File: src/rtl/ad_capture_ctrl.sv
// ad_capture_ctrl: ADS42 I/Q capture sequencer writing decimated {Q,I} pairs to capture RAM.
// Define AD_TRIG_EN to arm on a rising I-channel level crossing instead of a one-cycle ARM.
module ad_capture_ctrl #(
    parameter int ADDR_W = 10,
    parameter int DATA_W = 16,
    parameter int DEC_W  = 8
) (
    input  logic                sys_clk,
    input  logic                i_io_reset,
    input  logic                i_cfg_over,
    input  logic                i_start,
    input  logic                i_abort,
    input  logic [ADDR_W:0]     i_cap_len,
    input  logic [DEC_W-1:0]    i_dec,
    input  logic [DATA_W-1:0]   i_trig_level,
    input  logic [DATA_W-1:0]   i_adi_din,
    input  logic [DATA_W-1:0]   i_adq_din,
    input  logic                i_ad_vl,
    output logic                o_ram_we,
    output logic [ADDR_W-1:0]   o_ram_addr,
    output logic [2*DATA_W-1:0] o_ram_wdata,
    output logic                o_busy,
    output logic                o_done,
    output logic                o_err,
    output logic [ADDR_W:0]     o_wr_cnt,
    output logic [2:0]          o_state
);
    localparam logic [2:0] S_IDLE = 3'd0;
    localparam logic [2:0] S_WAIT = 3'd1;
    localparam logic [2:0] S_ARM  = 3'd2;
    localparam logic [2:0] S_CAP  = 3'd3;
    localparam logic [2:0] S_DONE = 3'd4;

    logic [2:0]          r_state;
    logic [ADDR_W:0]     r_len;
    logic [DEC_W-1:0]    r_dec;
    logic [DEC_W-1:0]    r_dec_cnt;
    logic                r_we;
    logic [ADDR_W-1:0]   r_addr;
    logic [2*DATA_W-1:0] r_wdata;
    logic                r_done;
    logic                r_err;
    logic [ADDR_W:0]     r_wr_cnt;
    logic                w_arm_hit;
    logic                w_acc;
    logic                w_last;
    logic [ADDR_W:0]     w_wr_nx;

`ifdef AD_TRIG_EN
    logic signed [DATA_W-1:0] r_lvl;
    logic signed [DATA_W-1:0] r_prev;
    logic                     r_prev_v;
    assign w_arm_hit = r_prev_v && (r_prev < r_lvl) && ($signed(i_adi_din) >= r_lvl);
`else
    logic w_unused;
    assign w_unused  = ^i_trig_level;
    assign w_arm_hit = 1'b0;
`endif

    // abort and cfg_over loss both veto the sample, so no write gets registered
    assign w_acc   = i_ad_vl && i_cfg_over && !i_abort &&
                     ((r_state == S_CAP && r_dec_cnt == '0) || (r_state == S_ARM && w_arm_hit));
    assign w_wr_nx = r_wr_cnt + 1'b1;
    assign w_last  = w_acc && (w_wr_nx == r_len);

    always_ff @(posedge sys_clk or posedge i_io_reset) begin
        if (i_io_reset) begin
            r_state   <= S_IDLE;
            r_len     <= '0;
            r_dec     <= '0;
            r_dec_cnt <= '0;
            r_we      <= 1'b0;
            r_addr    <= '0;
            r_wdata   <= '0;
            r_done    <= 1'b0;
            r_err     <= 1'b0;
            r_wr_cnt  <= '0;
`ifdef AD_TRIG_EN
            r_lvl     <= '0;
            r_prev    <= '0;
            r_prev_v  <= 1'b0;
`endif
        end else begin
            r_we <= w_acc;
            if (w_acc) begin
                r_addr    <= r_wr_cnt[ADDR_W-1:0];
                r_wdata   <= {i_adq_din, i_adi_din};
                r_wr_cnt  <= w_wr_nx;
                r_dec_cnt <= r_dec;
            end else if (r_state == S_CAP && i_ad_vl && r_dec_cnt != '0) begin
                r_dec_cnt <= r_dec_cnt - 1'b1;
            end
`ifdef AD_TRIG_EN
            if (r_state == S_ARM && i_ad_vl) begin
                r_prev   <= i_adi_din;
                r_prev_v <= 1'b1;
            end
`endif
            case (r_state)
                S_IDLE: if (i_start && |i_cap_len) begin
                    r_len     <= i_cap_len;
                    r_dec     <= i_dec;
                    r_dec_cnt <= '0;
                    r_done    <= 1'b0;
                    r_err     <= 1'b0;
                    r_wr_cnt  <= '0;
`ifdef AD_TRIG_EN
                    r_lvl     <= i_trig_level;
                    r_prev_v  <= 1'b0;
`endif
                    r_state   <= S_WAIT;
                end
                S_WAIT: r_state <= i_abort ? S_IDLE : i_cfg_over ? S_ARM : S_WAIT;
                S_ARM: begin
                    if (i_abort) begin
                        r_state <= S_IDLE;
                    end else if (!i_cfg_over) begin
                        r_err   <= 1'b1;
                        r_state <= S_IDLE;
                    end else begin
`ifdef AD_TRIG_EN
                        r_state <= !w_acc ? S_ARM : w_last ? S_DONE : S_CAP;
`else
                        r_state <= S_CAP;
`endif
                    end
                end
                S_CAP: begin
                    if (i_abort) begin
                        r_state <= S_IDLE;
                    end else if (!i_cfg_over) begin
                        r_err   <= 1'b1;
                        r_state <= S_IDLE;
                    end else if (w_last) begin
                        r_state <= S_DONE;
                    end
                end
                S_DONE: begin
                    r_done  <= !i_abort;
                    r_state <= S_IDLE;
                end
                default: r_state <= S_IDLE;
            endcase
        end
    end

    assign o_ram_we    = r_we;
    assign o_ram_addr  = r_addr;
    assign o_ram_wdata = r_wdata;
    assign o_busy      = r_state != S_IDLE;
    assign o_done      = r_done;
    assign o_err       = r_err;
    assign o_wr_cnt    = r_wr_cnt;
    assign o_state     = r_state;
endmodule

File: config.mk
export PLATFORM = sky130hd
export DESIGN_NAME = ad_capture_ctrl
export DESIGN_NICKNAME = d
export VERILOG_FILES = /design/src/rtl/ad_capture_ctrl.sv
export SDC_FILE = /design/constraint.sdc
export NUM_CORES = 1
export LEC_CHECK = 0
export CAP_MARGIN = 20
export CORE_ASPECT_RATIO = 0.9
export CORE_UTILIZATION = 40
export DETAILED_ROUTE_END_ITERATION = 6
export GPL_ROUTABILITY_DRIVEN = 0
export PLACE_DENSITY = 0.72
export SLEW_MARGIN = 40
export SYNTH_ARGS = -nofsm -noshare
export SYNTH_HDL_FRONTEND = slang
export SYNTH_SLANG_ARGS = --single-unit
File: constraint.sdc
create_clock -name sys_clk -period 2.3 [get_ports sys_clk]
set_input_delay 0.23 -clock sys_clk [delete_from_list [all_inputs] [get_ports sys_clk]]
set_output_delay 0.23 -clock sys_clk [all_outputs]
set_load 0.05 [all_outputs]
; ---- After elaboration in Yosys (flattened, before gate mapping)
; Cells that the tools add are included.
[totals]
register_bits = 86
input_bits = 73
output_inout_bits = 60
wordCells = 63
[op_classes]
add_sub_neg = 2
n_eq_ne = 9
muxes = 21
reduce_logical = 21
[ops]
columns = cell, count
row1 = 11-bit two-way mux, 3
row2 = 8-bit two-way mux, 4
row3 = 3-bit two-way mux, 4
row4 = 3-bit one-hot mux with 4 select lines, 1
row5 = "11-bit by 1-bit adder with 11-bit output, second input constant", 1
row6 = 11-bit == test, 1
row7 = 11-bit OR reduction, 1
row8 = 1-bit logical AND, 8
row9 = 8-bit zero test, 1
row10 = 2-bit two-way mux, 4
row11 = 8-bit nonzero test, 1
row12 = "8-bit by 1-bit subtractor with 8-bit output, second input constant", 1
row13 = "3-bit by 2-bit == test with 1-bit output, second input constant", 2
row14 = "2-bit inequality test, second input constant", 3
row15 = 2-bit AND reduction, 3
row16 = "4-bit inequality test, second input constant", 1
row17 = 1-bit one-hot mux with 2 select lines, 2
row18 = 4-bit AND reduction, 1
row19 = 2-bit nonzero test, 2
row20 = "3-bit by 1-bit == test with 1-bit output, second input constant", 1
row21 = "3-bit == test, second input constant", 1
row22 = 3-bit zero test, 1
row23 = 1-bit two-way mux, 3
row24 = 3-bit nonzero test, 1
row25 = 2 further kinds, 2

; ---- Logic depth before layout (Yosys ltp)
[depth]
depth_word = 8
mapped_depth = 9
mapped_depth_nobuf = 9

; ---- Worst setup path before layout
; Ideal clock, no wire load.
[synth_path]
path_kind = flip-flop to flip-flop
from = register r_state[2] (netlist: o_state[2])
to = register r_wr_cnt[0] (netlist: o_wr_cnt[0])
setup_ps = 132
arrival_ps = 2198
required_ps = 2168
path_slack_ps = -30
path_stages_with_launch = 6
n_path_buf = 2
period_less_slack_ps = 2330
cell_sequence = dfrtp_1 > or3_1 > nor2_1 > buf_1 > clkbuf_1 > nor2_1
[synth_via]
elab_chain_len = 6
word_cells_on_any_way = 7
classes_between = 1 x eq/ne / 3 x mux / 3 x reduce/logical
[synth_lines]
columns = item, line_no
row1 = from (decl), 34  ; logic [2:0] r_state;
row2 = from (signal assigned), 113  ; S_WAIT: r_state <= i_abort ? S_IDLE : i_cfg_over ? S_ARM : S_WAIT;
row3 = 3-bit by 2-bit == test with 1-bit output, 62  ; ((r_state == S_CAP && r_dec_cnt == '0) || (r_state == S_ARM && w_arm_hit));
row4 = 1-bit logical AND, 62
row5 = 1-bit logical AND, 61  ; assign w_acc = i_ad_vl && i_cfg_over && !i_abort &&
row6 = 11-bit two-way mux, 85  ; if (w_acc) begin
row7 = 11-bit two-way mux, 100  ; S_IDLE: if (i_start && |i_cap_len) begin
row8 = 11-bit two-way mux (*), 99  ; case (r_state)
row9 = to (signal assigned), 88  ; r_wr_cnt <= w_wr_nx;
row10 = to (decl), 43  ; logic [ADDR_W:0] r_wr_cnt;
; Mark *: on every way between the ends. The rest lies on a longest branch, timed or not.
; A chain may end at the register's enable or synchronous reset.

; ---- Worst setup path after layout
[layout_path]
from = register r_state[2] (netlist: o_state[2])
to = output port o_busy
[layout_via]
elab_chain_len = 1
[layout_lines]
columns = item, line_no
row1 = 3-bit nonzero test, 150  ; assign o_busy = r_state != S_IDLE;
row2 = to (decl), 22  ; output logic o_busy,
; No other way between the ends.

==> flow_summary.rst <==
.. list-table::
   :header-rows: 1

   * - Metric
     - Value
   * - Number of cells after detailed placement
     - 625
   * - Peak per-stage delay on the critical path
     - between 0.7 and 0.8 ns
   * - Category of the worst setup path capture point
     - output pin
   * - Area growth from synthesis to layout
     - 42.97%
   * - Crit path arrival time
     - 1.99 ns
   * - Final worst-path cycle share
     - 0.9665
   * - Net switching fraction of the power
     - 0.3362
   * - Register area
     - about 2200 um^2
   * - Bufs and invs on worst path
     - 2
   * - Width of the chip
     - roughly 100 um
   * - Total vias in the final route
     - about 3100
   * - Maximum frequency from static timing analysis
     - ~450 MHz
   * - Sum of negative setup slack
     - 0 ns
   * - YS warnings
     - 0
   * - Pin count of the biggest net entering global routing
     - 55
   * - Global-route wire length before repair
     - around 14 mm
   * - Critical path peak fanout
     - 7
   * - Internal power component
     - 3.122 mW
   * - Switching power of the nets
     - 1.581 mW
   * - Fraction of synthesis flops using an asynchronous set or reset pin
     - 1.000
   * - Port Buf Inserts
     - ~120
   * - Xor/xnor cell area share of the yosys netlist
     - 0.06654
   * - Post-synthesis instance area
     - 3817 um^2
   * - Sequential Power Share
     - 0.414
   * - Layout net count
     - about 600
   * - Insertion delay of the later-clocked pin in the worst-skew pair
     - 0.35 ns
   * - Detailed router's first-iteration violation count
     - roughly 150
   * - Outcome
     - finished clean
   * - Critical Path RT
     - about 2.1 ns
   * - Share of total power in the clock network
     - 0.269
   * - Worst Clk Skew
     - 0.009308 ns
   * - Leakage dissipation
     - 2.461 nW
   * - Combinational group share of total power
     - 0.316
   * - Detailed placement HPWL
     - 6.343 mm
   * - Average cell area after synthesis
     - between 9 and 10 um^2
   * - Hold/Removal Path Class
     - in -> async
   * - Clock tree from TritonCTS
     - done
   * - H-tree level count
     - 3
   * - Post-route ant nets
     - 0
   * - Simple-gate share of the synthesized area
     - 0.2304
   * - Starting Density
     - 0.4146
   * - N_diodes
     - 0
   * - Unrepaired setup endpoints after global routing
     - false
   * - Sequential share of the synthesized area
     - 0.5637
   * - Dominant synthesized flop cell
     - sky130_fd_sc_hd__dfrtp_1
   * - Number of I/O pins
     - ~130
   * - Area after DPL
     - 5204 um^2
   * - Global router's overall resource usage
     - 0.1866
   * - Flip-flop and latch count after synthesis
     - 86
   * - DRC violation count after routing
     - 0
   * - Count of pins over their slew limit
     - 0
   * - Final wirelength
     - 9.011 mm
   * - Vias per std cell
     - 4.839
   * - Layout cells sized above 1
     - 0.1158
   * - Number of sinks handled by clock tree synthesis
     - 86
   * - Setup violations, final
     - 0
   * - Post-route insts no fill
     - between 600 and 700
   * - Number of fill cells in the layout
     - ~780
   * - Combined area of the multi-input logic cells
     - approximately 1600 um^2
   * - Max Root-Sink Buffers
     - 2
   * - Largest voltage drop on the vdd net
     - 0.0004333 V
   * - Final routed wire length divided by cell count
     - 14.08 um
   * - Number of buffers inserted during clock tree synthesis
     - 9
   * - Final hold vios
     - 0
   * - Max-cap violation count
     - 0
   * - Setup crit start kind
     - register
   * - Total core area
     - a little over 9000 um^2
   * - Cell Rows
     - 33
   * - Final Instance Area
     - between 5000 and 6000 um^2
   * - Post-synthesis adder-cell area fraction
     - 0.009833
   * - Total die area
     - 9939 um^2
   * - Relative slew margins
     - 0.5454
   * - Slew of the pin with the lowest slew margin
     - 0.6818 ns
   * - Initial antenna violation count
     - 0
   * - Synth cell types
     - 39
   * - Power density over the cells
     - around 860 nW/um^2
   * - Cell family contributing the most delay on the critical path
     - buffers and inverters
   * - Post-Synthesis Net Count
     - 465
   * - Largest family of logic cells by synthesized area
     - simple AND/OR/NAND/NOR gates
   * - Mux cell area share after synthesis
     - 0.05310
   * - Buffer cell driving the clock tree root
     - sky130_fd_sc_hd__clkbuf_8
   * - Vias in the first global route
     - around 2900
   * - CP Class
     - reg -> out
   * - Number of optimization iterations in the first detailed-route pass
     - 5
   * - Slowest cell on the critical path
     - sky130_fd_sc_hd__clkdlybuf4s50_1
   * - Clock-pin slew of the registers on the worst-case setup and hold paths
     - approximately 0.090 ns
   * - Crit path cell chain
     - buf_4 > or3_4 > clkdlybuf4s50_1
   * - Fraction of the mapped netlist area in compound gates
     - 0.04818
   * - Gate count of the mapped netlist
     - between 300 and 400
   * - Min Clock Period, post-route
     - 2.223 ns
   * - Vert. Die Dim
     - approximately 95 um
   * - Number of enable flip-flop cells after synthesis
     - 0
   * - Congestion Overflow GR
     - 0
per-stage QoR:
stage | hold WS [ns] | utilization | total power, mW | setup slack, ns
2_1_floorplan | 0.3140 | - | 2.915 | 0.02216
3_3_place_gp | 0.4566 | 0.5652 | 3.428 | 0.1084
3_5_place_dp | 0.4613 | 0.5652 | 3.473 | 0.03901
4_1_cts | 0.3417 | 0.5908 | 4.749 | 0.02527
5_1_grt | 0.3872 | 0.5927 | 4.937 | 0.004340
6_report | 0.3348 | 0.5927 | 4.703 | 0.07707
worst paths after layout:
check / endpoint / start / cells past startpoint / slack, ns
min in group sys_clk: o_ram_wdata[28] / i_adq_din[12] / 3 / 0.40
max: o_busy / o_state[2] / 3 / 0.08
min reg2reg: o_ram_wdata[10] / o_ram_wdata[10] / 2 / 0.48
max in group asynchronous: o_wr_cnt[0] / i_io_reset / 3 / 1.35
min: o_ram_wdata[6] / i_io_reset / 3 / 0.33
max reg2reg: o_state[1] / o_wr_cnt[1] / 7 / 0.12
worst reg2reg max path: cells and delay by family, from the launching register on:
family	cells	cell delay [ns]
AO/OA/AOI/OAI	1	0.25
XOR/XNOR	1	0.11
adder cells (fa/ha/maj)	1	0.27
flip-flops	1	0.47
AND/OR/NAND/NOR	4	0.96
placed cells by master (no fill, tap or decap), types with 3 or more instances in the layout:
cell type	count
sky130_fd_sc_hd__clkdlybuf4s50_1	116
sky130_fd_sc_hd__clkbuf_8	10
sky130_fd_sc_hd__nor3_1	3
sky130_fd_sc_hd__dfrtp_1	85
sky130_fd_sc_hd__xor2_1	10
sky130_fd_sc_hd__xnor2_1	19
sky130_fd_sc_hd__buf_4	12
sky130_fd_sc_hd__nor2_1	19
sky130_fd_sc_hd__a21oi_1	9
sky130_fd_sc_hd__nand2_1	144
sky130_fd_sc_hd__inv_1	8
sky130_fd_sc_hd__a211oi_1	4
sky130_fd_sc_hd__ha_1	3
sky130_fd_sc_hd__mux2_2	18
sky130_fd_sc_hd__nor4_1	5
sky130_fd_sc_hd__o21ai_0	7
sky130_fd_sc_hd__bufinv_16	3
sky130_fd_sc_hd__nand3_1	5
cell type report:
type / instances / area share
repair buffers: 130 / 0.2366
clock buffers: 11 / 0.02591
inverters: 10 / 0.007795
clock inverters: 4 / 0.01742
multi-input cells: 277 / 0.2898
well taps: 122 / 0.02797
flip-flops and latches: 86 / 0.3945
timing repair:
item / CTS / global route
gates resized for setup: 0 / 5
setup buffers: 0 / 0
endpoints found under the hold margin: 0 / 0
hold buffers: 0 / 0
setup endpoints to repair: 0 / 5
cells by family (layout without fill, tap and decap cells):
kind of cell	after synthesis	count (layout)
buf+inv	26	155
fa+ha+maj	3	3
flops	86	86
simple gates	199	199
compound gates	28	28
xor+xnor	29	29
mux	18	18
power by group through the flow:
stage / Clock, mW / Combinational [mW] / Sequential (mW)
final: 1.27 / 1.49 / 1.95
after global routing: 1.36 / 1.59 / 1.99
after CTS: 1.30 / 1.50 / 1.95
after detailed placement: 0 / 1.49 / 1.98
after global placement: 0 / 1.46 / 1.97
after floorplan: 0 / 0.447 / 2.47
state kept, by name, summed over array words and instances (netlist names):
signal / count
r_len: 11
r_dec: 8
o_ram_we: 1
o_state: 3
o_done: 1
o_wr_cnt: 11
o_err: 1
o_ram_addr: 10
o_ram_wdata: 32
r_dec_cnt: 8
metal layers:
layer / vias to the layer above / global-route usage / share of wire
met3: 10 / 0.03037 / 0.057
met4: 0 / 0.07042 / 0.014
met5: - / 0 / 0
li1: 1519 / - / -
met2: 99 / 0.2991 / 0.47
met1: 1469 / 0.2566 / 0.46
synth_stat cells (all sizes together), types with 3 or more instances:
cell	instances	share of area
mux2	18	0.053
a21oi	10	0.013
a211oi	4	0.0079
nor3	4	0.0052
xnor2	19	0.044
dfrtp	86	0.56
inv	9	0.0088
xor2	10	0.023
clkbuf	9	0.0092
nor4	6	0.014
nand3	7	0.016
nor3b	3	0.0059
buf	7	0.0088
ha	3	0.0098
nor2	21	0.021
or3	3	0.0049
o21ai	7	0.0092
nand2	144	0.14
No activity file was read; power rests on OpenSTA's default activity.
